`src/rtl/id_ex_stage_if.sv`:
```
// rtl/id_ex_stage_if.sv - ID/EX stage signal bundle: ID fields, forwarding sources, ALU-side outputs
interface id_ex_stage_if #(
    parameter int DATA_W = 32,
    parameter int REG_AW = 5
);
    // Pipeline control from the hazard unit
    logic              i_stall;
    logic              i_flush;

    // Decoded instruction from ID
    logic              i_valid;
    logic [DATA_W-1:0] i_rs_data;
    logic [DATA_W-1:0] i_rt_data;
    logic [DATA_W-1:0] i_imm;
    logic [4:0]        i_shamt;
    logic [REG_AW-1:0] i_rs_addr;
    logic [REG_AW-1:0] i_rt_addr;
    logic [REG_AW-1:0] i_dst_addr;
    logic [5:0]        i_alu_func;
    logic              i_alu_src;
    logic              i_reg_write;
    logic              i_mem_read;
    logic              i_mem_write;

    // Forwarding sources from later stages
    logic              i_exmem_wen;
    logic [REG_AW-1:0] i_exmem_addr;
    logic [DATA_W-1:0] i_exmem_data;
    logic              i_memwb_wen;
    logic [REG_AW-1:0] i_memwb_addr;
    logic [DATA_W-1:0] i_memwb_data;

    // EX-side results
    logic [DATA_W-1:0] o_op1;
    logic [DATA_W-1:0] o_op2;
    logic [5:0]        o_control;
    logic [DATA_W-1:0] o_store_data;
    logic [REG_AW-1:0] o_dst_addr;
    logic              o_valid;
    logic              o_reg_write;
    logic              o_mem_read;
    logic              o_mem_write;
    logic              o_load_use;

    // Pipeline side: ID, hazard unit and later stages drive, ALU side observes
    modport master (
        output i_stall, i_flush, i_valid, i_rs_data, i_rt_data, i_imm, i_shamt,
               i_rs_addr, i_rt_addr, i_dst_addr, i_alu_func, i_alu_src,
               i_reg_write, i_mem_read, i_mem_write,
               i_exmem_wen, i_exmem_addr, i_exmem_data,
               i_memwb_wen, i_memwb_addr, i_memwb_data,
        input  o_op1, o_op2, o_control, o_store_data, o_dst_addr, o_valid,
               o_reg_write, o_mem_read, o_mem_write, o_load_use
    );

    // The ID/EX stage itself
    modport slave (
        input  i_stall, i_flush, i_valid, i_rs_data, i_rt_data, i_imm, i_shamt,
               i_rs_addr, i_rt_addr, i_dst_addr, i_alu_func, i_alu_src,
               i_reg_write, i_mem_read, i_mem_write,
               i_exmem_wen, i_exmem_addr, i_exmem_data,
               i_memwb_wen, i_memwb_addr, i_memwb_data,
        output o_op1, o_op2, o_control, o_store_data, o_dst_addr, o_valid,
               o_reg_write, o_mem_read, o_mem_write, o_load_use
    );
endinterface

```
`src/rtl/id_ex_stage.sv`:
```
// rtl/id_ex_stage.sv - ID/EX pipeline register with operand forwarding and load-use detection
module id_ex_stage #(
    parameter int DATA_W = 32,
    parameter int REG_AW = 5
) (
    input  logic          i_clk,
    input  logic          i_rst,
    id_ex_stage_if.slave  bus
);
    localparam int SH_W = 5;

    localparam logic [5:0] FN_SLL   = 6'b000000;
    localparam logic [5:0] FN_SRL   = 6'b000010;
    localparam logic [5:0] FN_SRA   = 6'b000011;
    localparam logic [5:0] FN_ROTR  = 6'b111110;
    localparam logic [5:0] FN_SLLV  = 6'b000100;
    localparam logic [5:0] FN_SRLV  = 6'b000110;
    localparam logic [5:0] FN_SRAV  = 6'b000111;
    localparam logic [5:0] FN_ROTRV = 6'b111111;

    // Stage registers
    logic              valid_q,     valid_d;
    logic [DATA_W-1:0] rs_data_q,   rs_data_d;
    logic [DATA_W-1:0] rt_data_q,   rt_data_d;
    logic [DATA_W-1:0] imm_q,       imm_d;
    logic [SH_W-1:0]   shamt_q,     shamt_d;
    logic [REG_AW-1:0] rs_addr_q,   rs_addr_d;
    logic [REG_AW-1:0] rt_addr_q,   rt_addr_d;
    logic [REG_AW-1:0] dst_q,       dst_d;
    logic [5:0]        func_q,      func_d;
    logic              alu_src_q,   alu_src_d;
    logic              reg_write_q, reg_write_d;
    logic              mem_read_q,  mem_read_d;
    logic              mem_write_q, mem_write_d;

    // Forwarded register values seen by EX
    logic [DATA_W-1:0] fwd_rs;
    logic [DATA_W-1:0] fwd_rt;

    // Resolve rs/rt against the younger EX/MEM result first, then MEM/WB; r0 is hard zero
    always_comb begin
        fwd_rs = rs_data_q;
        if (rs_addr_q == '0) begin
            fwd_rs = '0;
        end else if (bus.i_exmem_wen && (bus.i_exmem_addr == rs_addr_q)) begin
            fwd_rs = bus.i_exmem_data;
        end else if (bus.i_memwb_wen && (bus.i_memwb_addr == rs_addr_q)) begin
            fwd_rs = bus.i_memwb_data;
        end

        fwd_rt = rt_data_q;
        if (rt_addr_q == '0) begin
            fwd_rt = '0;
        end else if (bus.i_exmem_wen && (bus.i_exmem_addr == rt_addr_q)) begin
            fwd_rt = bus.i_exmem_data;
        end else if (bus.i_memwb_wen && (bus.i_memwb_addr == rt_addr_q)) begin
            fwd_rt = bus.i_memwb_data;
        end
    end

    // Next-state: flush bubbles everything, stall holds fields but refreshes operand data
    always_comb begin
        valid_d     = valid_q;
        rs_data_d   = fwd_rs;
        rt_data_d   = fwd_rt;
        imm_d       = imm_q;
        shamt_d     = shamt_q;
        rs_addr_d   = rs_addr_q;
        rt_addr_d   = rt_addr_q;
        dst_d       = dst_q;
        func_d      = func_q;
        alu_src_d   = alu_src_q;
        reg_write_d = reg_write_q;
        mem_read_d  = mem_read_q;
        mem_write_d = mem_write_q;

        if (bus.i_flush) begin
            valid_d     = 1'b0;
            rs_data_d   = '0;
            rt_data_d   = '0;
            imm_d       = '0;
            shamt_d     = '0;
            rs_addr_d   = '0;
            rt_addr_d   = '0;
            dst_d       = '0;
            func_d      = '0;
            alu_src_d   = 1'b0;
            reg_write_d = 1'b0;
            mem_read_d  = 1'b0;
            mem_write_d = 1'b0;
        end else if (!bus.i_stall) begin
            valid_d     = bus.i_valid;
            rs_data_d   = bus.i_rs_data;
            rt_data_d   = bus.i_rt_data;
            imm_d       = bus.i_imm;
            shamt_d     = bus.i_shamt;
            rs_addr_d   = bus.i_rs_addr;
            rt_addr_d   = bus.i_rt_addr;
            dst_d       = bus.i_dst_addr;
            func_d      = bus.i_alu_func;
            alu_src_d   = bus.i_alu_src;
            reg_write_d = bus.i_reg_write;
            mem_read_d  = bus.i_mem_read;
            mem_write_d = bus.i_mem_write;
        end
    end

    // Stage register with asynchronous clear
    always_ff @(posedge i_clk or posedge i_rst) begin
        if (i_rst) begin
            valid_q     <= 1'b0;
            rs_data_q   <= '0;
            rt_data_q   <= '0;
            imm_q       <= '0;
            shamt_q     <= '0;
            rs_addr_q   <= '0;
            rt_addr_q   <= '0;
            dst_q       <= '0;
            func_q      <= '0;
            alu_src_q   <= 1'b0;
            reg_write_q <= 1'b0;
            mem_read_q  <= 1'b0;
            mem_write_q <= 1'b0;
        end else begin
            valid_q     <= valid_d;
            rs_data_q   <= rs_data_d;
            rt_data_q   <= rt_data_d;
            imm_q       <= imm_d;
            shamt_q     <= shamt_d;
            rs_addr_q   <= rs_addr_d;
            rt_addr_q   <= rt_addr_d;
            dst_q       <= dst_d;
            func_q      <= func_d;
            alu_src_q   <= alu_src_d;
            reg_write_q <= reg_write_d;
            mem_read_q  <= mem_read_d;
            mem_write_q <= mem_write_d;
        end
    end

    // Operand 1: immediate shift amount, variable shift amount from rs, or rs itself
    always_comb begin
        bus.o_op1 = fwd_rs;
        case (func_q)
            FN_SLL, FN_SRL, FN_SRA, FN_ROTR:
                bus.o_op1 = {{(DATA_W-SH_W){1'b0}}, shamt_q};
            FN_SLLV, FN_SRLV, FN_SRAV, FN_ROTRV:
                bus.o_op1 = {{(DATA_W-SH_W){1'b0}}, fwd_rs[SH_W-1:0]};
            default:
                bus.o_op1 = fwd_rs;
        endcase
    end

    // Remaining EX outputs; memory/regfile controls only act for a real instruction
    always_comb begin
        bus.o_op2        = alu_src_q ? imm_q : fwd_rt;
        bus.o_store_data = fwd_rt;
        bus.o_control    = func_q;
        bus.o_dst_addr   = dst_q;
        bus.o_valid      = valid_q;
        bus.o_reg_write  = valid_q & reg_write_q;
        bus.o_mem_read   = valid_q & mem_read_q;
        bus.o_mem_write  = valid_q & mem_write_q;
    end

    // A load in EX whose target is read by the instruction in ID cannot be forwarded in time
    always_comb begin
        bus.o_load_use = valid_q & mem_read_q & bus.i_valid & (dst_q != '0) &
                         ((dst_q == bus.i_rs_addr) | (dst_q == bus.i_rt_addr));
    end
endmodule

```
`src/flat_wrapper.sv`:
```
// flat-port wrapper written by rule: the top's interface ports become plain ports
module id_ex_stage_flat 
#(
    parameter int DATA_W = 32,
    parameter int REG_AW = 5
)
  (i_clk, i_rst, bus_i_stall, bus_i_flush, bus_i_valid, bus_i_rs_data, bus_i_rt_data, bus_i_imm, bus_i_shamt, bus_i_rs_addr, bus_i_rt_addr, bus_i_dst_addr, bus_i_alu_func, bus_i_alu_src, bus_i_reg_write, bus_i_mem_read, bus_i_mem_write, bus_i_exmem_wen, bus_i_exmem_addr, bus_i_exmem_data, bus_i_memwb_wen, bus_i_memwb_addr, bus_i_memwb_data, bus_o_op1, bus_o_op2, bus_o_control, bus_o_store_data, bus_o_dst_addr, bus_o_valid, bus_o_reg_write, bus_o_mem_read, bus_o_mem_write, bus_o_load_use);
  id_ex_stage_if #(.DATA_W(DATA_W), .REG_AW(REG_AW)) bus_i ();
  input  logic i_clk;
  input  logic i_rst;
  input wire logic [$bits(bus_i.i_stall)-1:0] bus_i_stall;
  input wire logic [$bits(bus_i.i_flush)-1:0] bus_i_flush;
  input wire logic [$bits(bus_i.i_valid)-1:0] bus_i_valid;
  input wire logic [$bits(bus_i.i_rs_data)-1:0] bus_i_rs_data;
  input wire logic [$bits(bus_i.i_rt_data)-1:0] bus_i_rt_data;
  input wire logic [$bits(bus_i.i_imm)-1:0] bus_i_imm;
  input wire logic [$bits(bus_i.i_shamt)-1:0] bus_i_shamt;
  input wire logic [$bits(bus_i.i_rs_addr)-1:0] bus_i_rs_addr;
  input wire logic [$bits(bus_i.i_rt_addr)-1:0] bus_i_rt_addr;
  input wire logic [$bits(bus_i.i_dst_addr)-1:0] bus_i_dst_addr;
  input wire logic [$bits(bus_i.i_alu_func)-1:0] bus_i_alu_func;
  input wire logic [$bits(bus_i.i_alu_src)-1:0] bus_i_alu_src;
  input wire logic [$bits(bus_i.i_reg_write)-1:0] bus_i_reg_write;
  input wire logic [$bits(bus_i.i_mem_read)-1:0] bus_i_mem_read;
  input wire logic [$bits(bus_i.i_mem_write)-1:0] bus_i_mem_write;
  input wire logic [$bits(bus_i.i_exmem_wen)-1:0] bus_i_exmem_wen;
  input wire logic [$bits(bus_i.i_exmem_addr)-1:0] bus_i_exmem_addr;
  input wire logic [$bits(bus_i.i_exmem_data)-1:0] bus_i_exmem_data;
  input wire logic [$bits(bus_i.i_memwb_wen)-1:0] bus_i_memwb_wen;
  input wire logic [$bits(bus_i.i_memwb_addr)-1:0] bus_i_memwb_addr;
  input wire logic [$bits(bus_i.i_memwb_data)-1:0] bus_i_memwb_data;
  output wire logic [$bits(bus_i.o_op1)-1:0] bus_o_op1;
  output wire logic [$bits(bus_i.o_op2)-1:0] bus_o_op2;
  output wire logic [$bits(bus_i.o_control)-1:0] bus_o_control;
  output wire logic [$bits(bus_i.o_store_data)-1:0] bus_o_store_data;
  output wire logic [$bits(bus_i.o_dst_addr)-1:0] bus_o_dst_addr;
  output wire logic [$bits(bus_i.o_valid)-1:0] bus_o_valid;
  output wire logic [$bits(bus_i.o_reg_write)-1:0] bus_o_reg_write;
  output wire logic [$bits(bus_i.o_mem_read)-1:0] bus_o_mem_read;
  output wire logic [$bits(bus_i.o_mem_write)-1:0] bus_o_mem_write;
  output wire logic [$bits(bus_i.o_load_use)-1:0] bus_o_load_use;
  assign bus_i.i_stall = bus_i_stall;
  assign bus_i.i_flush = bus_i_flush;
  assign bus_i.i_valid = bus_i_valid;
  assign bus_i.i_rs_data = bus_i_rs_data;
  assign bus_i.i_rt_data = bus_i_rt_data;
  assign bus_i.i_imm = bus_i_imm;
  assign bus_i.i_shamt = bus_i_shamt;
  assign bus_i.i_rs_addr = bus_i_rs_addr;
  assign bus_i.i_rt_addr = bus_i_rt_addr;
  assign bus_i.i_dst_addr = bus_i_dst_addr;
  assign bus_i.i_alu_func = bus_i_alu_func;
  assign bus_i.i_alu_src = bus_i_alu_src;
  assign bus_i.i_reg_write = bus_i_reg_write;
  assign bus_i.i_mem_read = bus_i_mem_read;
  assign bus_i.i_mem_write = bus_i_mem_write;
  assign bus_i.i_exmem_wen = bus_i_exmem_wen;
  assign bus_i.i_exmem_addr = bus_i_exmem_addr;
  assign bus_i.i_exmem_data = bus_i_exmem_data;
  assign bus_i.i_memwb_wen = bus_i_memwb_wen;
  assign bus_i.i_memwb_addr = bus_i_memwb_addr;
  assign bus_i.i_memwb_data = bus_i_memwb_data;
  assign bus_o_op1 = bus_i.o_op1;
  assign bus_o_op2 = bus_i.o_op2;
  assign bus_o_control = bus_i.o_control;
  assign bus_o_store_data = bus_i.o_store_data;
  assign bus_o_dst_addr = bus_i.o_dst_addr;
  assign bus_o_valid = bus_i.o_valid;
  assign bus_o_reg_write = bus_i.o_reg_write;
  assign bus_o_mem_read = bus_i.o_mem_read;
  assign bus_o_mem_write = bus_i.o_mem_write;
  assign bus_o_load_use = bus_i.o_load_use;
  id_ex_stage #(.DATA_W(DATA_W), .REG_AW(REG_AW)) u_core (.i_clk(i_clk), .i_rst(i_rst), .bus(bus_i));
endmodule
```
`config.mk`:
```
export PLATFORM = sky130hd
export DESIGN_NAME = id_ex_stage_flat
export DESIGN_NICKNAME = d
export VERILOG_FILES = /design/src/rtl/id_ex_stage_if.sv /design/src/rtl/id_ex_stage.sv /design/src/flat_wrapper.sv
export SDC_FILE = /design/constraint.sdc
export NUM_CORES = 1
export LEC_CHECK = 0
export CAP_MARGIN = 20
export CORE_ASPECT_RATIO = 0.8
export CORE_UTILIZATION = 43
export DETAILED_ROUTE_END_ITERATION = 6
export PLACE_DENSITY_LB_ADDON = 0.15
export RECOVER_POWER = 100
export REMOVE_ABC_BUFFERS = 1
export SLEW_MARGIN = 10
export SYNTH_ARGS = -nofsm -noshare
export SYNTH_HDL_FRONTEND = slang
export SYNTH_SLANG_ARGS = --single-unit
```
`constraint.sdc`:
```
create_clock -name i_clk -period 5.2 [get_ports i_clk]
set_clock_uncertainty 0.1 [all_clocks]
set_input_delay 1.04 -clock i_clk [delete_from_list [all_inputs] [get_ports i_clk]]
set_output_delay 1.04 -clock i_clk [all_outputs]
set_load 0.02 [all_outputs]
```
==> flow_summary.yaml, run 1 <==
global_routing:
  overflow: 0
  grtUsageTotal_pct: 34.24
  grt_max_degree: 106
  grt_antenna_before_repair: 2
  grt_use_met2_pct: 51.62
  grt_pass1_vias: 8045
  met1_usage_pct: 47.06
  grt.busiest_layer: "met2"
  grt_pass1_wl_mm: 46.15
  grt_util_met3_pct: 8.061
floorplan:
  io_pins: 319
  start_util_pct: 44.68
  dieArea_mm2: 0.01795
  rows: 42
  core_mm2: 0.01676
  die_w_um: 149.6
  die_h_um: 120.0
clocking:
  postCtsSetupRepairBufs: 0
  ctsHtreeMaxLevel: 4
  clk_pin_slew_ps: 60
  cts_buffers: 17
  cts.sinks: 127
  postCtsHoldBufs: 0
  cts-root-buf: "clkbuf_16"
  clockBufferDepth: 2
  cts_tree: "yes"
  post_cts_resized: 0
  clkLatencyLatePin_ps: 420
sta:
  tightestPinTransition_ps: 2706
  rsz0062_at_grt: "no"
  fin_setup_tns_ps: 0
  finalSetupViolCount: 0
  setup_slack_ps: 171.7
  period_minus_slack_ps: 5028
  max_freq_mhz: 198.9
  fin_crit_sh_pct: 96.70
  maxSlewHeadroom_pct: -80.42
  hold_ws_ps: 425.0
  finalHoldViolations: 0
  finalMaxSlewViolations: 150
layout:
  stdcell_count: 1340
  final_cell_area_mm2: 0.01149
  drive_gt1_share_pct: 5.725
  final_net_count: 1312
  syn2layout_area_growth_pct: 53.39
  fillers: 1383
placed_design:
  dpl_cell_area_mm2: 0.01087
  place_inst: 1304
  place_congestion: 0.8990
  dpl.hpwl_mm: 20.25
  pre_cts_ws_ps: 287.1
  numPortBuffers: 318
yosys:
  ys_types: 36
  syn-cell-area_mm2: 0.007490
  synthArstFlopShare_pct: 100.0
  avgSynthCellArea_um2: 9.123
  ys.flop_type: "dfrtp_1"
  ys_warn_count: 0
  syn_inst: 821
  ys_seq_elements: 127
  synth-edff-count: 0
  netlist.area_leader.share_pct: 42.43
  yosysTopAreaCell: "dfrtp_1"
  yosys-top-cells-area: "dfrtp_1 (42%), mux2i_1 (8.4%), a22o_1 (7.5%)"
  yosysSeqAreaShare_pct: 42.43
worst_setup_path:
  end_kind: "output pin"
  path_delay_family: "buffers and inverters"
  cp_data_arrival_time_ps: 3890
  crit_buf_inv: 2
  cp-start-kind: "primary input"
  critPathMaxFanout: 32
  cp.required_ps: 4060
  crit_path_max_incr_delay_ps: 670
  rr_worst_depth: 4
  cp_num_cells: 7
  cp_slowest_cell: "dlygate4sd3_1"
  crit_chain: "clkdlybuf4s50_1, xnor2_1, nand4_1, or2_2, a31oi_1, a22o_1, dlygate4sd3_1"
  critPathKind: "primary input to output pin"
routing:
  drt_iter0_markers: 676
  drc: 0
  wl_per_cell_um: 22.56
  routed_wl_mm: 30.24
  vias_per_cell: 5.945
  first_pass_iters: 7
  vias: 7966
  ant_nets: 0
worst_hold_path:
  whs_path_depth: 2
  hold_class: "flop to flop"
power_and_ir_drop:
  p_seq_share_pct: 34.7
  switching_share_pct: 29.95
  clock_power_share_pct: 40.1
  p_switching_uw: 932.0
  p_leak_uw: 0.005070
  combPwrFrac_pct: 25.2
  p_int_uw: 2180
  power_density_mw_per_mm2: 270.8
  irDropWorstVdd_v: 0.0002157
job:
  cap_violations: 3
outcome:
  violations: "max-capacitance violations, max-slew violations"
  status: "finished with violations"
## metrics by stage
step	power (uW)	utilization, %
floorplan	1440	-
global placement	1879	64.86
detailed placement	1886	64.86
CTS	3134	68.49
global route	3213	68.53
finish	3112	68.53
## worst reg2reg max path, delay by kind of cell (launching register included)
family,cells,cell delay (ps)
compound gates,1,190
flops,1,430
simple gates,3,1960
## cells in the mapped netlist, drive strengths merged (3+ instances only)
cell    number
o31ai       28
a221o        4
nand2       33
or3          3
nor3        63
nand2b       5
and2        68
a32o         8
buf         17
a221oi      28
o21ai       32
xor2        12
xnor2       18
nor2       100
a22o        64
a31oi       32
dfrtp      127
mux2i       63
clkbuf      61
nand3       37
## final cells by class
class                   instances  area [um2]  area share (%)
repair buffers                343        3410           29.68
clock inverters                12       161.4           1.405
well taps                     220       275.3           2.396
flip-flops and latches        127        3178           27.66
clock buffers                  20       446.7           3.888
diodes                          2       5.005         0.04356
inverters                       2       8.758         0.07624
multi-input cells             614        4004           34.85
## cell families (layout without fill, tap and decap cells)
group / Yosys count / in the layout / synth area share (%)
buf+inv: 80 / 377 / 4.410
other cells: 0 / 2 / 0
simple gates: 318 / 318 / 20.56
flops: 127 / 127 / 42.43
compound gates: 203 / 203 / 20.67
mux: 63 / 63 / 8.420
xor+xnor: 30 / 30 / 3.508
## placed cells by master, fill, tap and decap left out, types with 3 or more instances in the layout
| cell | count |
|---|---|
| clkdlybuf4s50_1 | 205 |
| dfrtp_1 | 127 |
| dlygate4sd3_1 | 111 |
| nor2_1 | 95 |
| and2_1 | 68 |
| a22o_1 | 64 |
| mux2i_1 | 63 |
| nor3_1 | 63 |
| nand3_1 | 37 |
| nand2_1 | 33 |
| o21ai_0 | 32 |
| a31oi_1 | 32 |
| a221oi_1 | 28 |
| o31ai_1 | 28 |
| xnor2_1 | 18 |
| clkbuf_16 | 17 |
| buf_4 | 17 |
| xor2_1 | 12 |
| a32o_1 | 8 |
| nand2b_1 | 5 |
| a221o_1 | 4 |
| clkinv_4 | 4 |
| buf_12 | 4 |
| or3_1 | 3 |
| nor2_2 | 3 |
| clkbuf_1 | 3 |
| clkinvlp_4 | 3 |
| bufinv_16 | 3 |
| clkbuf_2 | 3 |
## routing by layer
metal	vias to the layer above	wire length (um)
li1	3586	-
met1	3857	13100
met2	461	13340
met3	62	2947
met4	0	849
met5	-	0
## flip-flops by register name, indices dropped and copies added, names as in the netlist, 5 cells and up
name,cells
u_core.rt_addr_q,5
u_core.imm_q,32
u_core.rs_data_q,32
u_core.bus.o_dst_addr,5
u_core.shamt_q,5
u_core.rs_addr_q,5
u_core.rt_data_q,32
u_core.bus.o_control,6
## path summary, 6_finish.rpt
path | startpoint | end | slack (ps)
worst max-delay path | bus_i_exmem_addr[4] | bus_o_op2[20] | 170
worst min-delay path | u_core.imm_q[22] | u_core.imm_q[22] | 430
worst max register to register | u_core.rs_addr_q[1] | u_core.rs_data_q[24] | 2340
worst min register to register | u_core.imm_q[22] | u_core.imm_q[22] | 430
max in group asynchronous | i_rst | u_core.rt_data_q[20] | 970
min in group asynchronous | i_rst | u_core.imm_q[15] | 1150
## power groups by stage
| stage | Sequential (uW) | Clock (uW) | Combinational [uW] |
|---|---|---|---|
| 3_5_place_dp | 1090 | 0 | 793 |
| 2_1_floorplan | 1090 | 0 | 347 |
| 5_1_grt | 1080 | 1290 | 835 |
| 6_report | 1080 | 1250 | 785 |
| 3_3_place_gp | 1090 | 0 | 786 |
| 4_1_cts | 1080 | 1260 | 798 |
No activity file was read; power rests on OpenSTA's default activity.
==> run 2, diff against run 1 <==
Settings changed: SKIP_CTS_REPAIR_TIMING from default to 1.
==> results of run 2 <==
No change in the layout: final DEF, timing and power equal those of run 1.
